`config.mk`:
```
export PLATFORM = sky130hd
export DESIGN_NAME = mandel_host_seq
export DESIGN_NICKNAME = d
export VERILOG_FILES = /design/src/rtl/mandel_pkg.sv /design/src/rtl/mandel_byte_serializer.sv /design/src/rtl/mandel_host_seq.sv
export SDC_FILE = /design/constraint.sdc
export NUM_CORES = 1
export LEC_CHECK = 0
export CAP_MARGIN = 25
export CORE_MARGIN = 2
export CORE_UTILIZATION = 30
export DETAILED_ROUTE_END_ITERATION = 7
export PLACE_DENSITY_LB_ADDON = 0.1
export SLEW_MARGIN = 20
export SYNTH_ARGS = -nofsm -noshare
export SYNTH_HDL_FRONTEND = slang
export SYNTH_SLANG_ARGS = --single-unit
```
`constraint.sdc`:
```
create_clock -name clk -period 1.6 [get_ports clk]
set_clock_uncertainty 0.1 [all_clocks]
set_input_delay 0.4 -clock clk [delete_from_list [all_inputs] [get_ports clk]]
set_output_delay 0.4 -clock clk [all_outputs]
set_load 0.02 [all_outputs]
```
`src/rtl/mandel_pkg.sv`:
```
// Shared types and constants for the Mandelbrot accelerator host sequencer.
// Latency: n/a (declarations only).
// Backpressure: n/a.
// Contents: sequencer state enum, bus widths, accelerator pin-index constants.
package mandel_pkg;

    localparam int ITER_W = 7;
    localparam int BYTE_W = 8;

    // Bit positions on the accelerator pins: ui_in[2:0] and uo_out.
    localparam int PIN_START     = 0;
    localparam int PIN_LOAD_CR   = 1;
    localparam int PIN_LOAD_CI   = 2;
    localparam int PIN_UNBOUNDED = 0;

    typedef enum logic [2:0] {
        S_IDLE,
        S_LOAD_CR,
        S_LOAD_CI,
        S_START,
        S_WAIT,
        S_RESP
    } state_e;

    // Counter widths must never collapse to zero bits.
    function automatic int max1(input int v);
        return (v < 1) ? 1 : v;
    endfunction

endpackage

```
`src/rtl/mandel_byte_serializer.sv`:
```
// Parallel-load shift register that emits a word MSB-first, one byte per cycle.
// Latency: first byte appears on byte_dat the cycle after load.
// Backpressure: none; the owner decides each cycle between load, shift or idle.
// Ports: clk/rst; load+load_dat start a word, shift advances one byte;
//        byte_dat is registered (0 when idle); last marks the final byte on byte_dat.
module mandel_byte_serializer
    import mandel_pkg::*;
#(
    parameter int WORD_W = 16
) (
    input  logic              clk,
    input  logic              rst,
    input  logic              load,
    input  logic [WORD_W-1:0] load_dat,
    input  logic              shift,
    output logic [7:0]        byte_dat,
    output logic              last
);

    localparam int NB    = WORD_W / BYTE_W;
    localparam int CNT_W = max1($clog2(NB));

    logic [WORD_W-1:0] sreg;
    logic [CNT_W-1:0]  cnt;
    logic [7:0]        byte_q;

    // The MSB byte goes straight to the output register on load, so sreg
    // only holds the bytes still to be sent.
    always_ff @(posedge clk or posedge rst) begin
        if (rst) begin
            sreg   <= '0;
            cnt    <= '0;
            byte_q <= '0;
        end else if (load) begin
            byte_q <= load_dat[WORD_W-1 -: BYTE_W];
            sreg   <= load_dat << BYTE_W;
            cnt    <= '0;
        end else if (shift) begin
            byte_q <= sreg[WORD_W-1 -: BYTE_W];
            sreg   <= sreg << BYTE_W;
            cnt    <= cnt + CNT_W'(1);
        end else begin
            // Bus must read zero whenever no load strobe is active.
            byte_q <= '0;
        end
    end

    assign byte_dat = byte_q;
    assign last     = (cnt == CNT_W'(NB - 1));

endmodule

```
`src/rtl/mandel_host_seq.sv`:
```
// Host sequencer: loads (Cr, Ci) byte-wise into the Mandelbrot accelerator, starts it, returns the result.
// Latency: request accept to rsp_valid = 2*B + 1 + (done WAIT cycle) + 2 cycles; all outputs registered.
// Backpressure: req_ready only in IDLE; rsp_* held until rsp_ready, no transaction overlap.
// Ports: req_valid/req_ready/req_cr/req_ci request; rsp_valid/rsp_ready/rsp_iter/rsp_unbounded/rsp_timeout
//        response; acc_start/acc_load_cr/acc_load_ci/acc_data drive ui_in[2:0]/uio_in, acc_unbounded/acc_iter
//        come from uo_out. Define MANDEL_SEQ_TIMEOUT_EN to build the WAIT timeout counter.
module mandel_host_seq
    import mandel_pkg::*;
#(
    parameter int COORD_W  = 16,
    parameter int MAX_ITER = 100,
    parameter int HOLDOFF  = 2,
    parameter int TIMEOUT  = 1024
) (
    input  logic               clk,
    input  logic               rst,
    input  logic               req_valid,
    output logic               req_ready,
    input  logic [COORD_W-1:0] req_cr,
    input  logic [COORD_W-1:0] req_ci,
    output logic               rsp_valid,
    input  logic               rsp_ready,
    output logic [6:0]         rsp_iter,
    output logic               rsp_unbounded,
    output logic               rsp_timeout,
    output logic               acc_start,
    output logic               acc_load_cr,
    output logic               acc_load_ci,
    output logic [7:0]         acc_data,
    input  logic               acc_unbounded,
    input  logic [6:0]         acc_iter
);

    // Saturating holdoff counter; one extra code so HOLDOFF=0 still has a bit.
    localparam int HCNT_W = $clog2(HOLDOFF + 2);

    state_e state, state_n;

    logic [COORD_W-1:0] ci_q;
    logic               ser_load;
    logic               ser_shift;
    logic [COORD_W-1:0] ser_dat;
    logic [7:0]         ser_byte;
    logic               ser_last;

    logic [2:0]         strobe_n;
    logic [2:0]         strobe_q;

    logic [HCNT_W-1:0]  hold_cnt;
    logic               holdoff_done;

    logic [BYTE_W-1:0]  uo;
    logic               unb_in;
    logic [ITER_W-1:0]  iter_in;
    logic               done;
    logic               to_hit;

    logic               rsp_valid_q;
    logic [ITER_W-1:0]  rsp_iter_q;
    logic               rsp_unb_q;

    // Reassemble the accelerator's uo_out so the pin map lives in one place.
    assign uo      = {acc_iter, acc_unbounded};
    assign unb_in  = uo[PIN_UNBOUNDED];
    assign iter_in = uo[BYTE_W-1:1];

    assign holdoff_done = (hold_cnt == HCNT_W'(HOLDOFF));
    // Escape and budget exhaustion are both terminal; escape wins the flag.
    assign done = holdoff_done && (unb_in || (iter_in >= ITER_W'(MAX_ITER)));

`ifdef MANDEL_SEQ_TIMEOUT_EN
    localparam int TCNT_W = max1($clog2(TIMEOUT));

    logic [TCNT_W-1:0] to_cnt;
    logic              rsp_to_q;

    assign to_hit = (to_cnt == TCNT_W'(TIMEOUT - 1));

    always_ff @(posedge clk or posedge rst) begin
        if (rst) begin
            to_cnt   <= '0;
            rsp_to_q <= 1'b0;
        end else begin
            if (state == S_START) begin
                to_cnt <= '0;
            end else if (state == S_WAIT) begin
                to_cnt <= to_cnt + TCNT_W'(1);
            end
            if (state == S_WAIT && (done || to_hit)) begin
                rsp_to_q <= !done;
            end
        end
    end

    assign rsp_timeout = rsp_to_q;
`else
    // TIMEOUT only matters when the timeout counter is built.
    logic unused_timeout_cfg;
    assign unused_timeout_cfg = |TIMEOUT;

    assign to_hit      = 1'b0;
    assign rsp_timeout = 1'b0;
`endif

    mandel_byte_serializer #(
        .WORD_W (COORD_W)
    ) u_ser (
        .clk      (clk),
        .rst      (rst),
        .load     (ser_load),
        .load_dat (ser_dat),
        .shift    (ser_shift),
        .byte_dat (ser_byte),
        .last     (ser_last)
    );

    always_ff @(posedge clk or posedge rst) begin
        if (rst) begin
            state <= S_IDLE;
        end else begin
            state <= state_n;
        end
    end

    // Strobes and data are registered from the next state so the pins change
    // on the same edge as the state they belong to.
    always_comb begin
        state_n   = state;
        ser_load  = 1'b0;
        ser_shift = 1'b0;
        ser_dat   = req_cr;
        strobe_n  = '0;

        case (state)
            S_IDLE: begin
                if (req_valid) begin
                    ser_load = 1'b1;
                    ser_dat  = req_cr;
                    state_n  = S_LOAD_CR;
                end
            end
            S_LOAD_CR: begin
                if (ser_last) begin
                    // Reload with Ci so its MSB byte follows Cr's LSB byte back-to-back.
                    ser_load = 1'b1;
                    ser_dat  = ci_q;
                    state_n  = S_LOAD_CI;
                end else begin
                    ser_shift = 1'b1;
                end
            end
            S_LOAD_CI: begin
                if (ser_last) begin
                    state_n = S_START;
                end else begin
                    ser_shift = 1'b1;
                end
            end
            S_START: begin
                state_n = S_WAIT;
            end
            S_WAIT: begin
                if (done || to_hit) begin
                    state_n = S_RESP;
                end
            end
            S_RESP: begin
                if (rsp_ready) begin
                    state_n = S_IDLE;
                end
            end
            default: begin
                state_n = S_IDLE;
            end
        endcase

        strobe_n[PIN_START]   = (state_n == S_START);
        strobe_n[PIN_LOAD_CR] = (state_n == S_LOAD_CR);
        strobe_n[PIN_LOAD_CI] = (state_n == S_LOAD_CI);
    end

    always_ff @(posedge clk or posedge rst) begin
        if (rst) begin
            strobe_q    <= '0;
            ci_q        <= '0;
            hold_cnt    <= '0;
            rsp_valid_q <= 1'b0;
            rsp_iter_q  <= '0;
            rsp_unb_q   <= 1'b0;
        end else begin
            strobe_q    <= strobe_n;
            rsp_valid_q <= (state_n == S_RESP);

            if (state == S_IDLE && req_valid) begin
                ci_q <= req_ci;
            end

            if (state == S_START) begin
                hold_cnt <= '0;
            end else if (state == S_WAIT && !holdoff_done) begin
                hold_cnt <= hold_cnt + HCNT_W'(1);
            end

            if (state == S_WAIT && (done || to_hit)) begin
                rsp_iter_q <= iter_in;
                // A timeout never reports escape, even if the flag glitched in holdoff.
                rsp_unb_q  <= done && unb_in;
            end
        end
    end

    assign req_ready     = (state == S_IDLE);
    assign rsp_valid     = rsp_valid_q;
    assign rsp_iter      = rsp_iter_q;
    assign rsp_unbounded = rsp_unb_q;
    assign acc_start     = strobe_q[PIN_START];
    assign acc_load_cr   = strobe_q[PIN_LOAD_CR];
    assign acc_load_ci   = strobe_q[PIN_LOAD_CI];
    assign acc_data      = ser_byte;

endmodule

```
## Word-level counts from Yosys, hierarchy flattened

Cells that the tools add are included.

- Bits in registers: 58
- Input port bits: 44
- Output and inout bits: 22

- Add/sub/neg operators: 2
- $lt $le $gt $ge: 1
- Equal/unequal tests: 10
- Muxes and demuxes: 21
- Reduce and logical (&&, ||, !) cells: 11

Operators by type and width:

| kind | count |
|---|---|
| 16-bit 2-to-1 mux | 4 |
| 3-bit case mux with 6 select lines | 1 |
| 8-bit 2-to-1 mux | 2 |
| 3-bit 2-to-1 mux | 5 |
| 3-bit by 2-bit equality test with 1-bit output, second input constant | 4 |
| 3-bit equality test, second input constant | 3 |
| 7-bit >= comparator, second input constant | 1 |
| 3-bit by 1-bit equality test with 1-bit output, second input constant | 2 |
| 1-bit 2-to-1 mux | 6 |
| 1-bit logical AND | 5 |
| 2-bit 2-to-1 mux | 2 |
| 2-bit nonzero test | 2 |
| 3-bit logical NOT | 1 |
| 2-bit by 1-bit adder with 2-bit output, second input constant | 1 |
| 2-bit equality test, second input constant | 1 |
| 1-bit case mux with 2 select lines | 1 |
| 2-bit OR reduction | 1 |
| 1-bit adder, second input constant | 1 |
| 1-bit logical NOT | 1 |
| 1-bit logical OR | 1 |

## Depth between registers and ports, before layout

- Depth in word-level cells: 6
- Gate-level depth with buffers: 6
- Mapped depth without buffers: 5

## Hierarchy

Synthesis repeated with hierarchy kept, for this count alone.

- Cells, all modules: 184
- Area total of the unflattened synthesis: 2,366.0 sq um

Modules (own cells, without submodules):

| module | instances | cells each | area an instance (sq um) |
|---|---|---|---|
| mandel_host_seq | 1 | 122 | 1,602.8 |
| mandel_byte_serializer | 1 | 62 | 763.2 |

## Worst setup path before layout

No wires, ideal clock.

- Path type: register -> output
- Start point: register state[1]
- End point: output port req_ready
- Arrival: 1.218 ns
- Setup slack: -0.118 ns
- Cell stages (with the launch flop): 4
- Path buffers: 2
- Cell sequence: dfrtp_1 buf_6 clkbuf_1 nor3_1

- Longest elaborated chain between the ends: 1

Ends and longest elaborated chain:

| element | RTL line | text |
|---|---|---|
| start, declared | mandel_host_seq.sv:37 | `state_e state, state_n;` |
| start signal, assigned | mandel_host_seq.sv:121 | `state <= state_n;` |
| 3-bit logical NOT | mandel_host_seq.sv:212 | `assign req_ready = (state == S_IDLE);` |
| end, declared | mandel_host_seq.sv:18 | `output logic req_ready,` |

Every way passes these cells.

## Worst setup path after layout

- Start point: register state[2]
- End point: output port req_ready

Same word-level chain as after synthesis.

==> results.txt <==
The I/O pin count came out at 66. Setup violations remaining at the end of the flow were counted as 20. The biggest area contributor in the post-synthesis netlist is dfrtp_1. The analysis attributes to net switching a power of 2250 uW. The logs give 3550 uW for the total internal power and 0 for the hold violation total from the final report. Share of final-layout standard cells stronger than drive strength 1: 24.4%. 0 antenna diodes ended up in the layout.

Once layout is complete, the cells apart from fillers number 411. Vertical die dimension: 91.1 um. The logs give 3200 um^2 for the placed standard-cell area and 50.7% for the combinational group share of total power. The run finished, with violations left.

After layout, the worst path uses 103% of the clock period. For this block, the via count after detailed routing is 1931. For the DRC marker count from the first detailed-route iteration, the log shows 78.

The region available for standard cell placement spans 7290 um^2. The number of hold-repair buffers added at the cts stage was 0. After layout, the design draws a total of 5800 uW. Most common cell in the netlist: nand2_1. The detailed-router iteration count before antenna repair is 4, and the total clock buffers created by CTS is 5. The overall routed net length was 6.12 mm. For met3 alone, demand over resource in global routing was 3.24%. In the synthesized netlist the dominant register cell turns out to be dfrtp_1. The tools report the post-route worst setup slack as -0.0559 ns. The flop and latch count out of synthesis came out at 50.

The family with the most delay on the worst path was flip-flops. After routing the design area is 3470 um^2. The number of buffers inserted by port buffering works out to 64. The longest individual stage delay on the worst path works out to 0.46 ns.

At the worst endpoint, the arrival time is 1.16 ns. After clock tree synthesis, the clock-pin slew on the worst setup and hold paths is 0.10 ns. The tools report the initial antenna violation count as 0. In the synthesized netlist, the cells that appear most often are nand2_1, dfrtp_1, nor2_1. Setup repair after global routing could not meet its margin everywhere.

Across the VDD grid, the largest voltage drop is 0.512 mV. The pre-CTS setup slack was -0.614 ns; the aggregate global-route resource usage was 14.6%. Number of standard-cell rows in the floorplan: 31. The clock network accounts for 13.1% of the total power.

The routed design could run at a clock period as short as 1.66 ns. The logs give 356 for the number of nets in the finished design and 2 for the worst-case clock buffer depth. The instance count of the mapped netlist came out at 221. In this run the clock root is driven by a clkbuf_8. The tightest min-delay check is of the in2async type. The tools report the initial core utilization as 31.2%. The async set-or-reset flop fraction in the synthesized netlist is 100%, and the global routing usage on met1 is 20.4%. After global routing, the most crowded layer is met2.

The standby leakage power was 0.00165 uW. Counting both buffers and inverters, the worst setup path holds a total of 2. The met2 layer usage reported by global route was 22.5%; the mean instance size in the synthesized netlist was 10.3 um^2. In this run the biggest area consumer among cell types represents 55.0% of the synthesized area. Entering global routing, the biggest net connects 25 pins.

The proportion of total power due to net switching came out at 38.8%. The tools report the final count of pins violating max slew as 0. The cell area that synthesis handed to floorplanning was 2280 um^2.

Detailed placement finished with a half-perimeter wire length of 3.96 mm. The placer's final routability congestion estimate is 0.754. The critical path goes through buf_12 -> nor3_2 -> buf_4. For the area of the die, the log shows 8300 um^2. TritonCTS built the clock tree.

The count of flip-flops with a built-in enable after synthesis is 0, and the post-synthesis sequential area ratio is 55.0%. Of all nets on the critical path, the largest fanout is 5. The startpoint type of the worst setup path was a flip-flop. For the post-synthesis net count, the log shows 266. Sequential cells burn 36.2% of the power.

Type of element capturing the critical path: an output pin. The number of vias per cell works out to 4.70. The run gives 44 as the number of distinct library cell variants in the gate-level netlist after synthesis.

Clock latency on the worst-skew pair, taken at its later pin, is 0.31 ns. After detailed routing, the number of remaining DRC violations is 0. Maximum clock rate: 604 MHz. The Yosys step of the flow raised 0 warnings. Number of maximum-capacitance violations: 0. The slowest cell on the critical path is dfrtp_2.

Data on the critical path is required at its endpoint by 1.10 ns. The die width was 91.1 um. For this run the aggregate overflow at the end of global routing stands at 0. Power spread over the standard cell area amounts to 1670 nW/um^2. Clock tree synthesis found a total of 50 sinks.

In this run the remaining antenna-violating nets after routing total 0. The first global-routing pass estimated 9.63 mm of wire. The number of global-route vias before repair was 1911.

Final-layout worst hold slack: 0.281 ns. In this run the critical register-to-register path is launched from hold_cnt[0]$_DFFE_PP0P_. Compared with the post-synthesis result, the final layout area differs by 52.5%. The placed cell count was 392. The H-tree was split into 2 levels.

In this run the worst setup path begins at state[2]$_DFF_PP0_. The final reports fail on setup timing. After detailed routing, the average wire length per cell comes to 14.9 um. After synthesis, the cell types taking the most area are dfrtp_1, nand2_1, a221o_1, mux2_2, o211ai_1. The worst setup path is of the reg2out kind.
## timing repair
item / in CTS / in global routing
cloned: 1 / 4
endpoints found under the setup margin: 62 / 45
pin swaps: 7 / 13
resized for setup: 37 / 16
endpoints found under the hold margin: 0 / 0
setup buffers: 0 / 6
## cell families after synthesis
logic type	synth area share [%]
and+or+nand+nor	21.6
other	0.165
buffers and inverters	5.22
adders and majority gates	0.550
AOI/OAI and AO/OA	12.9
DFF	55.0
xor gates and xnor gates	0.715
muxes	3.90
## layout make-up
cell class                 instances  area, um^2
clock buffer                       5        68.8
clock inverter                     3        21.3
fill                             735        3820
inverter                           4        18.8
multi-input combinational        153        1050
sequential                        50        1250
tap                               99         124
timing repair buffer              97         937
## registers in the layout, indices dropped and copies added (netlist names)
signal          flops
rsp_valid           1
state               3
rsp_iter            7
hold_cnt            2
u_ser.sreg          8
u_ser.byte_dat      8
rsp_unbounded       1
ci_q               16
u_ser.last          1
strobe_q            3
## stage by stage
stage | util (%) | setup TNS, ns
2_1_floorplan | - | -0.786
3_3_place_gp | 43.9 | -17.17
3_5_place_dp | 43.9 | -17.61
4_1_cts | 45.3 | -2.40
5_1_grt | 47.6 | -2.52
6_report | 47.6 | -0.446
## path summary, 6_finish.rpt
check | endpoint | slack (ns) | depth (start not counted)
worst max-delay path | req_ready | -0.06 | 3
worst min-delay path | u_ser.byte_dat[1]$_DFF_PP0_ | 0.28 | 2
worst max register to register | rsp_iter[6]$_DFFE_PP0P_ | -0.05 | 5
worst min register to register | ci_q[7]$_DFFE_PP0P_ | 0.39 | 2
max in group asynchronous | ci_q[7]$_DFFE_PP0P_ | 0.72 | 3
min in group clk | ci_q[7]$_DFFE_PP0P_ | 0.39 | 2
## power by group through the flow
stage | registers (uW) | logic [uW] | clock network [uW]
finish | 2100 | 2940 | 758
detailed placement | 2120 | 2740 | 0
floorplan | 2250 | 1540 | 0
global route | 2170 | 3250 | 837
CTS | 2090 | 2680 | 772
global placement | 2120 | 2700 | 0
## layer usage
metal,vias to the layer above,part of all wire (%)
met5,-,0
li1,949,-
met2,53,46
met4,0,1.2
met3,7,4.8
met1,922,48
## layout by cell type, fill, tap and decap left out, types with 3 or more instances in the layout
cell type and instances:
a221o_1 8, nand2_1 56, dfrtp_1 49, nand2_2 4, mux2_4 7, buf_6 3
clkbuf_8 5, o211ai_1 8, or4b_4 3, o21ai_0 3, and2_1 7, nor2_1 12
a31oi_1 8, dlygate4sd2_1 24, clkdlybuf4s50_1 38, buf_4 26, inv_1 3, buf_12 4
## worst reg2reg max path, stage by stage (launching register included)
cell      delay, ns
dfrtp_1        0.39
inv_1          0.06
ha_2           0.17
and4bb_4       0.28
o211a_4        0.22
mux2_4         0.31
Power figures use the tool's default switching activity.
